--- src/rtl/dmem_bridge_pkg.sv ---
// Shared widths, bus FSM encodings and helpers for the data-memory bridge.
package dmem_bridge_pkg;

  localparam int unsigned WORD_WIDTH = 32;

  // Bus FSM state encodings
  localparam logic [1:0] B_IDLE_ENC   = 2'd0;
  localparam logic [1:0] B_WR_ENC     = 2'd1;
  localparam logic [1:0] B_RD_ENC     = 2'd2;
  localparam logic [1:0] B_RDDONE_ENC = 2'd3;

  typedef enum logic [1:0] {
    B_IDLE   = B_IDLE_ENC,
    B_WR     = B_WR_ENC,
    B_RD     = B_RD_ENC,
    B_RDDONE = B_RDDONE_ENC
  } bus_state_e;

  // Data returned to the core when a load is aborted by the bus timeout
  localparam logic [WORD_WIDTH-1:0] ABORT_RDATA = 32'hDEAD_BEEF;

  // One posted store held in the write buffer
  typedef struct packed {
    logic [WORD_WIDTH-1:0] addr;
    logic [WORD_WIDTH-1:0] data;
  } wbuf_entry_t;

  // Clear the byte-offset bits so the bus only ever sees word addresses
  function automatic logic [WORD_WIDTH-1:0] word_align(input logic [WORD_WIDTH-1:0] a);
    return a & ~(WORD_WIDTH'(3));
  endfunction

endpackage

--- src/rtl/wr_buf.sv ---
// One-entry posted-store buffer; clear wins over load.
module wr_buf
  import dmem_bridge_pkg::*;
(
  input  logic                  clk,
  input  logic                  rst,
  input  logic                  load_i,
  input  logic                  clear_i,
  input  logic [WORD_WIDTH-1:0] addr_i,
  input  logic [WORD_WIDTH-1:0] data_i,
  output logic                  valid_o,
  output logic [WORD_WIDTH-1:0] addr_o,
  output logic [WORD_WIDTH-1:0] data_o
);

  logic        valid_q;
  wbuf_entry_t entry_q;

  // Capture a store when loaded, drop it when the bus is done with it
  always_ff @(posedge clk) begin
    if (rst) begin
      valid_q <= 1'b0;
      entry_q <= '0;
    end else if (clear_i) begin
      valid_q <= 1'b0;
    end else if (load_i) begin
      valid_q    <= 1'b1;
      entry_q.addr <= addr_i;
      entry_q.data <= data_i;
    end
  end

  assign valid_o = valid_q;
  assign addr_o  = entry_q.addr;
  assign data_o  = entry_q.data;

endmodule

--- src/rtl/dmem_bridge.sv ---
// Bridges core load/store requests onto a single-outstanding external bus,
// posting stores through a one-entry buffer and aborting stuck transfers.
module dmem_bridge
  import dmem_bridge_pkg::*;
#(
  parameter int unsigned TIMEOUT_CYC = 255
) (
  input  logic                  clk,
  input  logic                  rst,
  input  logic                  mem_read,
  input  logic                  mem_write,
  input  logic [WORD_WIDTH-1:0] mem_addr,
  input  logic [WORD_WIDTH-1:0] mem_wdata,
  output logic [WORD_WIDTH-1:0] mem_rdata,
  output logic                  mem_stall,
  output logic                  bus_req,
  output logic                  bus_we,
  output logic [WORD_WIDTH-1:0] bus_addr,
  output logic [WORD_WIDTH-1:0] bus_wdata,
  input  logic                  bus_ack,
  input  logic [WORD_WIDTH-1:0] bus_rdata,
  output logic                  bus_err
);

  // Counter only needs to reach TIMEOUT_CYC-1 before the abort fires
  localparam int unsigned CNT_W = (TIMEOUT_CYC > 1) ? $clog2(TIMEOUT_CYC) : 1;

  bus_state_e            state_q, state_d;
  logic [CNT_W-1:0]      cnt_q, cnt_d;
  logic                  bus_req_q, bus_req_d;
  logic                  bus_we_q, bus_we_d;
  logic                  bus_err_q, bus_err_d;
  logic [WORD_WIDTH-1:0] bus_addr_q, bus_addr_d;
  logic [WORD_WIDTH-1:0] bus_wdata_q, bus_wdata_d;
  logic [WORD_WIDTH-1:0] mem_rdata_q, mem_rdata_d;

  logic                  wbuf_valid;
  logic [WORD_WIDTH-1:0] wbuf_addr;
  logic [WORD_WIDTH-1:0] wbuf_data;
  logic                  wbuf_load;
  logic                  wbuf_clear;
  logic                  timeout;

  // A store is posted only when the buffer is free and no load competes
  assign wbuf_load = mem_write & ~mem_read & ~wbuf_valid;

  wr_buf u_wr_buf (
    .clk     (clk),
    .rst     (rst),
    .load_i  (wbuf_load),
    .clear_i (wbuf_clear),
    .addr_i  (mem_addr),
    .data_i  (mem_wdata),
    .valid_o (wbuf_valid),
    .addr_o  (wbuf_addr),
    .data_o  (wbuf_data)
  );

  // Loads wait for their data; stores wait only for a full buffer
  always_comb begin
    mem_stall = 1'b0;
    if (!rst) begin
      if (mem_read) begin
        mem_stall = (state_q != B_RDDONE);
      end else if (mem_write) begin
        mem_stall = wbuf_valid;
      end
    end
  end

  // Next-state and registered-output logic for the bus FSM
  always_comb begin
    state_d     = state_q;
    cnt_d       = cnt_q;
    bus_req_d   = bus_req_q;
    bus_we_d    = bus_we_q;
    bus_err_d   = bus_err_q;
    bus_addr_d  = bus_addr_q;
    bus_wdata_d = bus_wdata_q;
    mem_rdata_d = mem_rdata_q;
    wbuf_clear  = 1'b0;
    timeout     = (cnt_q == CNT_W'(TIMEOUT_CYC - 1));

    unique case (state_q)
      B_IDLE: begin
        // Pending stores drain before any load to keep program order
        if (wbuf_valid) begin
          state_d     = B_WR;
          cnt_d       = '0;
          bus_req_d   = 1'b1;
          bus_we_d    = 1'b1;
          bus_addr_d  = word_align(wbuf_addr);
          bus_wdata_d = wbuf_data;
        end else if (mem_read) begin
          state_d    = B_RD;
          cnt_d      = '0;
          bus_req_d  = 1'b1;
          bus_we_d   = 1'b0;
          bus_addr_d = word_align(mem_addr);
        end
      end
      B_WR: begin
        if (bus_ack || timeout) begin
          state_d    = B_IDLE;
          bus_req_d  = 1'b0;
          bus_we_d   = 1'b0;
          wbuf_clear = 1'b1;
          if (!bus_ack) begin
            bus_err_d = 1'b1;
          end
        end else begin
          cnt_d = cnt_q + CNT_W'(1);
        end
      end
      B_RD: begin
        if (bus_ack) begin
          state_d     = B_RDDONE;
          bus_req_d   = 1'b0;
          mem_rdata_d = bus_rdata;
        end else if (timeout) begin
          state_d     = B_RDDONE;
          bus_req_d   = 1'b0;
          bus_err_d   = 1'b1;
          mem_rdata_d = ABORT_RDATA;
        end else begin
          cnt_d = cnt_q + CNT_W'(1);
        end
      end
      B_RDDONE: begin
        state_d = B_IDLE;
      end
      default: begin
        state_d = B_IDLE;
      end
    endcase
  end

  // State and output registers
  always_ff @(posedge clk) begin
    if (rst) begin
      state_q     <= B_IDLE;
      cnt_q       <= '0;
      bus_req_q   <= 1'b0;
      bus_we_q    <= 1'b0;
      bus_err_q   <= 1'b0;
      bus_addr_q  <= '0;
      bus_wdata_q <= '0;
      mem_rdata_q <= '0;
    end else begin
      state_q     <= state_d;
      cnt_q       <= cnt_d;
      bus_req_q   <= bus_req_d;
      bus_we_q    <= bus_we_d;
      bus_err_q   <= bus_err_d;
      bus_addr_q  <= bus_addr_d;
      bus_wdata_q <= bus_wdata_d;
      mem_rdata_q <= mem_rdata_d;
    end
  end

  assign bus_req   = bus_req_q;
  assign bus_we    = bus_we_q;
  assign bus_err   = bus_err_q;
  assign bus_addr  = bus_addr_q;
  assign bus_wdata = bus_wdata_q;
  assign mem_rdata = mem_rdata_q;

endmodule

--- config.mk ---
export PLATFORM = sky130hd
export DESIGN_NAME = dmem_bridge
export DESIGN_NICKNAME = d
export VERILOG_FILES = /design/src/rtl/dmem_bridge_pkg.sv /design/src/rtl/wr_buf.sv /design/src/rtl/dmem_bridge.sv
export SDC_FILE = /design/constraint.sdc
export NUM_CORES = 1
export LEC_CHECK = 0
export ABC_AREA = 1
export CELL_PAD_IN_SITES_DETAIL_PLACEMENT = 0
export CELL_PAD_IN_SITES_GLOBAL_PLACEMENT = 2
export CORE_AREA = 3 3 162 164
export CTS_CLUSTER_DIAMETER = 150
export CTS_CLUSTER_SIZE = 16
export DETAILED_ROUTE_END_ITERATION = 16
export DIE_AREA = 0 0 165 167
export HOLD_SLACK_MARGIN = 0.06
export PLACE_DENSITY_LB_ADDON = 0.05
export SETUP_SLACK_MARGIN = 0.4
export SLEW_MARGIN = 0
export SYNTH_ARGS = -nofsm -noshare
export SYNTH_HDL_FRONTEND = slang
export SYNTH_SLANG_ARGS = --single-unit
--- constraint.sdc ---
create_clock -name clk -period 2.4 [get_ports clk]
set_input_delay 0.36 -clock clk [delete_from_list [all_inputs] [get_ports clk]]
set_output_delay 0.36 -clock clk [all_outputs]
set_load 0.1 [all_outputs]
==> flow_metrics.tcl, run 1 <==
set metrics [dict create \
    cp_max_fo 5 \
    syn_avg_cell_area_um2 8.01 \
    syn_area_mm2 0.00720 \
    p_leak_nw 4.03 \
    syn_inst 899 \
    yosys_warnings 0 \
    slew_headroom_pct 52.8 \
    core_area_mm2 0.0250 \
    ys_async_sr_fraction_pct 0 \
    worst_setup_path_start_kind "register" \
    crit_type "reg2out" \
    antenna_found_initial 1 \
    synth_top_area_share_pct 47.3 \
    insertion_delay_ps 430 \
    synth_cell_types 27 \
    io_pins 201 \
    drive_gt1_share_pct 26.8 \
    fillers 2650 \
    die_w_um 165 \
    place_hpwl_mm 14.2 \
    grt_pass1_vias 6113 \
    drv_slew 0 \
    cts_tree "yes" \
    required_ps 2040 \
    ctsHoldBuffers 0 \
    synthTopCellsByArea "dfxtp_1, a21oi_2, nor2_1" \
    path_clk_slew_ps 80 \
    nets 1183 \
    setup_viol 0 \
    grt_max_degree 98 \
    grt-ovfl-total 0 \
    drt-initial-drc-count 350 \
    finalHoldViolCount 0 \
    ys_top_cells_by_count "dfxtp_1, nor2_1, nand2_1" \
    synth-main-ff-cell "dfxtp_1" \
    drc_errors 0 \
    whs_path_depth 4 \
    worstPathArrival_ps 1520 \
    cts_buffer_depth 2 \
    ir_worst_vdd_mv 0.369 \
    h-tree-depth 4 \
    synthToLayoutAreaGrowth_pct 36.5 \
    avgRoutedWirePerCell_um 15.7 \
    pre_cts_slack_ps 355 \
    layout_min_cycle_time_ps 1880 \
    ys_seq_area_share_pct 47.3 \
    crit_path_end_kind "output pin" \
    wl_mm 22.2 \
    tightest_slew_ps 707 \
    root_buffer "clkbuf_16" \
    worstHoldPathType "in2reg" \
    p_per_area_mw_per_mm2 1020 \
    cts.sinks 170 \
    skew_ps 14.8 \
    reg2reg_depth 11 \
    via_count 6302 \
    ys_ff_latch 170 \
    first_pass_iters 6 \
    dieHeight_um 167 \
    grt_usage_pct 16.3 \
    grt_pass1_wl_mm 35.3 \
    period_share_pct 78.5 \
    numCtsBuffers 17 \
    setup_tns_ps 0 \
    status "complete, no violations" \
    synth_edf_count 0 \
    rows 58 \
    fmax_mhz 531 \
    rsz0062_at_grt "no" \
    dieArea_mm2 0.0276 \
    start_util_pct 28.8 \
    setup_slack_ps 515 \
    viasPerCell 4.45 \
    port_buffers 196 \
    yosysTopAreaCell "dfxtp_1" \
    ant_nets 0 \
    antennaDiodeCount 0 \
    place_congestion 0.712 \
    post-cts-setup-buffer-count 0 \
    synth_most_common_cell "dfxtp_1" \
    maxCapViolCount 0 \
]
-- cells by family after synthesis --
group           count (synthesis)  synth area share (%)
compound gates                203                  17.8
flops                         170                  47.3
simple gates                  402                  25.8
fa+ha+maj                       8                  1.39
buf+inv                       115                  7.68
other cells                     1                0.0521
-- layer usage --
layer	wire length [um]	up-vias	global-route usage [%]
li1	-	3287	-
met2	10200	121	25.5
met4	196	2	3.50
met1	10500	2881	22.5
met3	1200	11	4.33
met5	13	-	0
-- where the power goes --
group | switching, W | internal [W] | leakage [nW]
sequential | 0.000215 | 0.00318 | 1.39
combinational | 0.00291 | 0.000923 | 2.35
clock | 0.00134 | 0.00149 | 0.296
-- final cells by class --
| type | instances | area, um2 | area share, % |
|---|---|---|---|
| inverter | 51 | 195 | 1.98 |
| tap | 330 | 413 | 4.20 |
| sequential | 170 | 3410 | 34.6 |
| clock inverter | 15 | 174 | 1.77 |
| clock buffer | 17 | 425 | 4.33 |
| timing repair buffer | 219 | 1970 | 20.0 |
| multi-input combinational | 615 | 3250 | 33.1 |
-- final timing paths --
path                 startpoint                   to  slack [ps]
setup / recovery     state_q[0]            mem_stall         520
setup reg to reg       cnt_q[0]  u_wr_buf.data_o[19]         600
hold reg to reg   mem_rdata[14]        mem_rdata[14]         460
hold / removal              rst         bus_addr[19]         420
-- flip-flops by register name (all words and copies together), names as in the netlist --
name              count
bus_wdata            32
mem_rdata            32
u_wr_buf.data_o      32
bus_addr             30
u_wr_buf.addr_o      30
cnt_q                 8
state_q               2
bus_err               1
bus_req               1
bus_we                1
u_wr_buf.valid_o      1
-- critical path, cell delays in order (launching register included) --
cell and delay (ps):
dfxtp_1 360, ha_1 210, o22ai_1 160, nand2_1 100, clkinvlp_4 110, buf_12 170
-- stage by stage --
step                      total power (W)  utilization, %  cells  area [um2]  hold WS [ps]
after floorplan                   0.00634               -    900        7210           438
after global placement            0.00733            36.9   1385        9230           449
after detailed placement          0.00733            36.9   1385        9230           451
after CTS                          0.0102            39.3   1417        9830           413
after global routing               0.0106            39.3   1417        9830           446
final                              0.0101            39.3   1417        9830           419
-- layout by cell type (no fill, tap or decap), drive strengths merged --
master / instances
nand2: 185
dfxtp: 170
nor2: 132
buf: 122
clkdlybuf4s50: 97
o21ai: 88
a21oi: 82
nand3: 78
inv: 58
a31oi: 30
clkbuf: 17
ha: 8
clkinv: 6
or2: 3
nand4: 3
conb: 2
o22ai: 1
clkinvlp: 1
o21bai: 1
nand3b: 1
o21a: 1
bufinv: 1
-- repair_timing --
item,4_1_cts,5_1_grt
endpoints found under the setup margin,1,39
pin swaps,0,0
resized for setup,1,2
(Power assumes the default switching activity.)
==> inputs of run 2 (changes only) <==
- CORE_AREA: 3 3 162 164 -> 3 3 178 180
- DIE_AREA: 0 0 165 167 -> 0 0 181 183
- clock period: 2.4 -> 1.7 ns (I/O delays scaled with it)
==> run 2 against run 1 <==
Effect of this change:
- the flow now finishes with violations (negative setup slack)
- register-to-register slack lost 520 ps
- count of clock-buffer cells in the layout up 3
- sequential share of layout area decreased by 9.9 points
- final cell count increased by 10%
==> flow_metrics.tcl, run 2 (synthesis gave the netlist of run 1 again) <==
set metrics [dict create \
    status "finished with violations" \
    violations "negative setup slack" \
    cts_buffer_depth 2 \
    grt-ovfl-total 0 \
    cpPeakStageDelay_ps 360 \
    rrSetupSlack_ps 80 \
    mostFrequentLayoutCells "nor2_1, buf_12, clkdlybuf4s50_1, nand2_1, dfxtp_2" \
    avgRoutedWirePerCell_um 18.4 \
    wl_met1_mm 12.9 \
    skew_ps 8.68 \
    cp_max_fo 2 \
    grt_usage_pct 17.3 \
    grt_pass1_vias 7110 \
    die_w_um 181 \
    drc_errors 0 \
    p_total_w 0.0175 \
    via_count 7019 \
    whs_path_depth 5 \
    dieHeight_um 183 \
    h-tree-depth 4 \
    switchingPower_w 0.00744 \
    io_pins 201 \
    start_util_pct 23.7 \
    power_frac_comb_pct 48.5 \
    synthToLayoutAreaGrowth_pct 98.4 \
    met3_length_mm 1.36 \
    ctsHoldBuffers 0 \
    drive_gt1_share_pct 54.6 \
    setup_slack_ps -3.01 \
    rows 64 \
    dieArea_mm2 0.0331 \
    critical_path.slowest_cell "dfxtp_4" \
    finalHoldViolCount 0 \
    worstPathArrival_ps 1450 \
    insertion_delay_ps 430 \
    seqPwrFrac_pct 29.4 \
    ir_worst_vdd_mv 0.619 \
    drv_slew 0 \
    p_clk_share_pct 22.2 \
    drt-initial-drc-count 248 \
    worst_setup_path_start_kind "register" \
    nets 1262 \
    core_area_mm2 0.0303 \
    wl_mm 28.8 \
    fmax_mhz 587 \
    first_pass_iters 4 \
    root_buffer "clkbuf_16" \
    place_congestion 0.691 \
    worstHoldPathType "in2reg" \
    slew_headroom_pct 63.1 \
    viasPerCell 4.49 \
    r2r_end "bus_addr[29]" \
    required_ps 1440 \
    dpl.cell_count 1461 \
    place_hpwl_mm 16.2 \
    finalNonFillerCells 1563 \
    ant_nets 0 \
    tightest_slew_ps 553 \
    numCtsBuffers 17 \
    dr.max_layer_used "met5" \
    holdCritStartpoint "rst" \
    crit_path_end_kind "output pin" \
    setup_tns_ps -3.01 \
    cts.sinks 170 \
    path_clk_slew_ps 70 \
    grt_pass1_wl_mm 44.0 \
    port_buffers 196 \
    crit_chain "ha_4 > o22ai_4 > nand2_4 > clkinvlp_4 > buf_12" \
    pre_cts_slack_ps -64.4 \
    p_leak_nw 5.47 \
    rsz0062_at_grt "yes" \
    grt_max_degree 70 \
    final_common_cell "nor2_1" \
    dr_wl_met2_mm 14.1 \
    timing.rr.start "state_q[1]" \
    antenna_found_initial 6 \
    reg2reg_depth 10 \
    setup_viol 1 \
    min_to "bus_addr[14]" \
    cts_tree "yes" \
    intPower_w 0.0101 \
    switching_share_pct 42.5 \
    period_share_pct 100 \
    crit_type "reg2out" \
    maxCapViolCount 0 \
    layout_min_cycle_time_ps 1700 \
    p_per_area_mw_per_mm2 1230 \
]
[run 2: cell count changes in the layout (fill, tap and decap cells not counted), moves of 25 or more]
cell     delta
buf_12    +114
dfxtp_2    +85
o21ai_1    +25
nand2_2    -39
buf_16     +26
dfxtp_1    -92
nand2_1    -26
nand3_2    +33
buf_4      -91
nand3_4    +39
nand3_1    -72
nand2_4    +61
o21ai_0    -50
[run 2: metal layers]
| metal | GRT usage, % | up-vias |
|---|---|---|
| met5 | 0 | - |
| met4 | 4.02 | 10 |
| met3 | 4.54 | 26 |
| met2 | 28.4 | 138 |
| met1 | 23.0 | 3360 |
| li1 | - | 3485 |
[run 2: repair_timing]
action                                  4_1_cts  5_1_grt
pin swaps                                    52       45
gates resized for setup                     200      206
endpoints found under the setup margin      182      226
setup buffers                                30       12
gates cloned                                 26        1
[run 2: power by group through the flow]
stage | clock network [W] | logic, W | registers (W)
2_1_floorplan | 0 | 0.00167 | 0.00758
3_3_place_gp | 0 | 0.00667 | 0.00517
3_5_place_dp | 0 | 0.00666 | 0.00516
4_1_cts | 0.00404 | 0.00796 | 0.00509
5_1_grt | 0.00418 | 0.00888 | 0.00521
6_report | 0.00388 | 0.00849 | 0.00514
[run 2: area by class of cell]
class	count	area (um2)
Antenna cell	1	2.50
Timing Repair Buffer	294	4600
Multi-Input combinational cell	616	4800
Timing Repair inverter	3	48.8
Clock buffer	20	467
Tap cell	396	495
Clock inverter	12	101
Sequential cell	170	3540
Fill cell	2877	16100
Inverter	51	230
[run 2: stage by stage]
| stage | hold WS (ps) | area [um2] | util [%] |
|---|---|---|---|
| global placement | 447 | 11100 | 36.5 |
| global route | 344 | 14300 | 47.1 |
| CTS | 322 | 13400 | 44.2 |
| finish | 343 | 14300 | 47.1 |
| floorplan | 404 | 7630 | - |
| detailed placement | 452 | 11100 | 36.5 |
[run 2: worst max path at each step]
stage,from,end,cells past startpoint
6_report,state_q[1],mem_stall,5
2_1_floorplan,cnt_q[0],u_wr_buf.addr_o[22],11
3_5_place_dp,mem_read,u_wr_buf.addr_o[21],9
5_1_grt,state_q[1],mem_stall,5
4_1_cts,state_q[1],mem_stall,5
3_3_place_gp,mem_read,u_wr_buf.addr_o[31],9
[run 2: worst max-delay path: cells and delay by family, from the launching register on]
kind,cells,cell delay (ps)
AOI/OAI and AO/OA,1,160
adders and majority gates,1,160
buffers and inverters,2,250
and+or+nand+nor,1,80
DFF,1,360
==> inputs of run 3 (changes only) <==
- CAP_MARGIN: not set -> 20
==> results of run 3 <==
No change in the layout: final DEF, timing and power equal those of run 2.
